### src/rtl/multi_mode_ff_reg.sv
// multi_mode_ff_reg: WIDTH-bit flip-flop bank whose per-cycle update rule
// (hold, D, T, JK, SR, shift left/right, synchronous clear) is chosen by mode.
// Also provides q_n, a one-cycle "changed" pulse and a sticky SR-conflict flag.
//
// Optional build feature: define MULTI_MODE_FF_SR_CHECK_EN to enable the
// SR-conflict detector (sr_err / err_clr). Without it sr_err is tied low,
// err_clr is ignored, and q behaves identically.
//
// Handshake: none. Every input is sampled on each rising clk edge. en=0
// behaves as HOLD for q, changed and sr_err, but err_clr still acts.

module multi_mode_ff_reg #(
    parameter int              WIDTH     = 8,
    parameter logic [WIDTH-1:0] RESET_VAL = {WIDTH{1'b0}}
) (
    input  logic             clk,
    input  logic             rst_n,
    input  logic             en,
    input  logic [2:0]       mode,
    input  logic [WIDTH-1:0] a,
    input  logic [WIDTH-1:0] b,
    input  logic             err_clr,
    output logic [WIDTH-1:0] q,
    output logic [WIDTH-1:0] q_n,
    output logic             changed,
    output logic             sr_err
);

    localparam logic [2:0] MODE_HOLD = 3'b000;
    localparam logic [2:0] MODE_D    = 3'b001;
    localparam logic [2:0] MODE_T    = 3'b010;
    localparam logic [2:0] MODE_JK   = 3'b011;
    localparam logic [2:0] MODE_SR   = 3'b100;
    localparam logic [2:0] MODE_SHL  = 3'b101;
    localparam logic [2:0] MODE_SHR  = 3'b110;
    localparam logic [2:0] MODE_CLR  = 3'b111;

    // Candidate next values, one per flip-flop type.
    logic [WIDTH-1:0] d_next;
    logic [WIDTH-1:0] t_next;
    logic [WIDTH-1:0] jk_next;
    logic [WIDTH-1:0] sr_next;
    logic [WIDTH-1:0] shl_next;
    logic [WIDTH-1:0] shr_next;
    logic [WIDTH-1:0] q_next;

    // Per-mode next-state equations, all evaluated in parallel.
    always_comb begin
        d_next   = a;
        t_next   = q ^ a;
        // JK: set where j&~k, clear where k&~j, toggle where both, hold otherwise.
        jk_next  = (a & ~q) | (~b & q);
        // SR: s=r=1 is illegal and holds, same as s=r=0.
        sr_next  = (a & ~b) | (q & ~(a ^ b));
        shl_next = {q[WIDTH-2:0], a[0]};
        shr_next = {a[0], q[WIDTH-1:1]};
    end

    // Mode selection; en=0 forces hold so changed naturally drops to 0.
    always_comb begin
        q_next = q;
        if (en) begin
            case (mode)
                MODE_HOLD: q_next = q;
                MODE_D:    q_next = d_next;
                MODE_T:    q_next = t_next;
                MODE_JK:   q_next = jk_next;
                MODE_SR:   q_next = sr_next;
                MODE_SHL:  q_next = shl_next;
                MODE_SHR:  q_next = shr_next;
                MODE_CLR:  q_next = RESET_VAL;
                default:   q_next = q;
            endcase
        end
    end

    // State register and change-detect pulse.
    always_ff @(posedge clk or negedge rst_n) begin
        if (!rst_n) begin
            q       <= RESET_VAL;
            changed <= 1'b0;
        end else begin
            q       <= q_next;
            changed <= (q_next != q);
        end
    end

    // Complement output follows q with no extra register.
    assign q_n = ~q;

`ifdef MULTI_MODE_FF_SR_CHECK_EN
    logic sr_conflict;
    assign sr_conflict = en && (mode == MODE_SR) && (|(a & b));

    // Sticky conflict flag: a new conflict beats a simultaneous clear.
    always_ff @(posedge clk or negedge rst_n) begin
        if (!rst_n) begin
            sr_err <= 1'b0;
        end else if (sr_conflict) begin
            sr_err <= 1'b1;
        end else if (err_clr) begin
            sr_err <= 1'b0;
        end
    end
`else
    // Detector absent: flag is constant low and err_clr has no effect.
    logic unused_err_clr;
    assign unused_err_clr = err_clr;
    assign sr_err         = 1'b0;
`endif

endmodule

### config.mk
export PLATFORM = sky130hd
export DESIGN_NAME = multi_mode_ff_reg
export DESIGN_NICKNAME = d
export VERILOG_FILES = /design/src/rtl/multi_mode_ff_reg.sv
export SDC_FILE = /design/constraint.sdc
export NUM_CORES = 1
export LEC_CHECK = 0
export BUFFER_PORTS_ARGS = -buffer_cell sky130_fd_sc_hd__buf_2
export CORE_MARGIN = 2
export CORE_UTILIZATION = 45
export CTS_CLUSTER_SIZE = 16
export DETAILED_ROUTE_END_ITERATION = 6
export PLACE_DENSITY = 0.84
export SKIP_LAST_GASP = 1
export SYNTH_ARGS = -nofsm -noshare
export SYNTH_HDL_FRONTEND = slang
export SYNTH_SLANG_ARGS = --single-unit
### constraint.sdc
create_clock -name clk -period 1.9 [get_ports clk]
set_input_delay 0.285 -clock clk [delete_from_list [all_inputs] [get_ports clk]]
set_output_delay 0.285 -clock clk [all_outputs]
set_load 0.1 [all_outputs]
==> run metrics <==
status=finished with violations; failing checks=setup timing; post-synth top area cell=dfrtp_1; cell area after synthesis=1200 sq um; Pwr Density=815 nW/um^2; Netlist cell types=46; register bit total from synthesis=9; Starting Density=48.1%; CTS root buf=clkbuf_4; core footprint=2500 sq um; Slowest cell on crit path=dfrtp_4; leakage=0.839 nW; WP data required=2.05 ns; largest net degree at the start of global routing=12; row cnt=18; Via density=5.73; global-route usage over all layers=26.3%; Final Hold Fails=0; worst r2r src=q[3]$_DFF_PN0_; Inserted Clock Buffers=3; vias in the first global route=1,507; DR WL/cell=15.5 um; critical path class=reg -> reg; routability cong.=0.894; RSZ-0062 raised after global routing=true; power share of the combinational group=68.6%; crit-path max FO=3; area grow syn2layout=49.8%; Flop pwr share=20.5%; Sw Share=58.2%; post-synth top area share=18.7%; fin. max-slew vios=0; CTS H-tree lvls=1; final setup fails=1; die height=55.7 um; Critical Path Source Type=register; Die W=55.7 um; DR iter-0 viols=67; ys flop type=dfrtp_1; crit path cell chain=buf_6 > clkinvlp_4 > a21oi_1 > o221ai_2 > a41oi_2 > a2111oi_2 > a41oi_1 > a211o_1; Synth Warn #=0; WP data arrival=2.30 ns; Routed WL=3960 um; Post-route DRC=0; reg-to-reg slack, setup=-0.25 ns; final setup skew=0.00774 ns; NetSw=0.854 mW; period utilisation layout=113%; synthesized net count=183; Detail Route Antenna Nets=0; worst setup slack after placement=-0.325 ns; CTS tree=yes; max cap viols=0; most frequent cell after synthesis=inv_1; clk buf depth=2; sequential area share after synthesis=18.7%; first-pass GRT wire length=6620 um; HP Class=in -> async; FMAX=465 MHz; worst setup margin=-0.250 ns; worst r2r path cells=8; CTS Sinks=9; initial antenna violation count=0; Worst VDD drop=1140 uV; Fillers=186; Synth top cells by count=inv_1 (18), o21ai_0 (13), nand2_1 (12); clock share of power=11.0%; grt ovf=0; via count=1,466; clock slew at reported path FFs=0.07 ns; Port-buffer cells=38; ranking of synthesized cells by area=dfrtp_1 (19%), ha_1 (8.3%), xnor2_1 (7.3%), inv_1 (5.6%), o21ai_0 (5.4%); Avg Inst Size Synth=7.91 sq um; terminus of the critical flop-to-flop path=changed$_DFF_PN0_; Crit. End Element=register; I/O Pins=41; Util after Layout=72.1%; min Tclk post-route=2.15 ns; layout cells sized above 1=48.7%; Async SR Flop Fraction=100%; 1st-pass router iterations=4; number of antenna diodes=0; Post-synth EDFFs=0; DP HPWL=2900 um; CP max stage delay=0.50 ns; fin nets=258; P_int=0.614 mW; die area=3100 sq um; Cells after Synth=152; clk_lat worst skew=0.27 ns
metrics by stage:
step / area [sq um] / power (mW) / TNS (ns) / hold WS (ns) / std cells
floorplan: 1280 / 1.03 / -1.03 / -0.0106 / 152
global placement: 1690 / 1.24 / -0.269 / 0.140 / 245
detailed placement: 1690 / 1.26 / -0.325 / 0.146 / 245
CTS: 1790 / 1.45 / -0.183 / 0.404 / 255
global route: 1800 / 1.53 / -0.283 / 0.454 / 256
finish: 1800 / 1.47 / -0.250 / 0.391 / 256
per-layer routing:
metal / share of wire, % / track usage [%] / up-vias
met5: 0 / 0 / -
met4: 5.4 / 15.0 / 0
met3: 5.8 / 4.42 / 19
met2: 50 / 47.1 / 68
met1: 39 / 29.0 / 677
li1: - / - / 702
what timing repair did:
item	CTS	global route
setup endpoints to repair	1	2
endpoints found under the hold margin	9	0
hold buffers	1	0
setup buffers	5	1
resized for setup	6	2
pin swaps	14	1
layout make-up:
type                    instances  area [sq um]  share of cell area (%)
multi-input cells             116           888                    49.3
repair buffers                 78           499                    27.7
flip-flops and latches          9           250                    13.9
inverters                      19           100                    5.56
well taps                      30          37.5                    2.08
clock buffers                   4          26.3                    1.46
power by group through the flow:
stage	Combinational, mW	Sequential, mW	Clock [mW]
after floorplan	0.500	0.525	0
after global placement	0.945	0.295	0
after detailed placement	0.960	0.299	0
after CTS	0.991	0.298	0.163
after global routing	1.05	0.306	0.172
final	1.01	0.300	0.161
state kept, by name (all words and copies together), names as in the netlist:
signal	cells
changed	1
q	8
worst max-delay path: cells and delay by family, from the launching register on:
family,cells,cell delay (ns)
AO/OA/AOI/OAI,6,1.30
flip-flops,1,0.50
buffers and inverters,2,0.22
worst max-delay path by stage:
stage / from / to / slack [ns]
after detailed placement: a[2] / changed$_DFF_PN0_ / -0.32
after global placement: a[2] / changed$_DFF_PN0_ / -0.27
final: q[3]$_DFF_PN0_ / changed$_DFF_PN0_ / -0.25
after floorplan: q[7]$_DFF_PN0_ / changed$_DFF_PN0_ / -0.54
after global routing: q[3]$_DFF_PN0_ / changed$_DFF_PN0_ / -0.28
after CTS: q[3]$_DFF_PN0_ / changed$_DFF_PN0_ / -0.18
layout by cell type (no fill, tap or decap), drive strengths merged:
cell and n:
xor2 2, clkinvlp 7, mux2i 4, nand2b 1, o311a 1, and3b 2, a21oi 8, a311oi 2
or2 1, and2b 4, ha 8, inv 12, dfrtp 9, conb 1, o221ai 1, o22ai 1
nand4 1, xnor2 10, buf 76, o32a 1, o31ai 3, a211o 4, nand3 1, a21boi 5
o21ai 14, a41oi 2, a211oi 4, o32ai 2, dlygate4sd3 1, nor4bb 1, nand2 12, nor2 5
mux2 2, nor3 2, clkbuf 5, o211ai 6, a2111oi 1, o31a 2, and2 1, a31oi 1
kinds of logic after synthesis:
kind of cell	Yosys count	synth area share, %
AOI/OAI and AO/OA	58	34.5
xor gates and xnor gates	12	8.74
adders and majority gates	8	8.32
buffers and inverters	27	10.1
DFF	9	18.7
muxes	6	5.51
other	1	0.312
and+or+nand+nor	31	13.7
No activity file was read; power rests on OpenSTA's default activity.
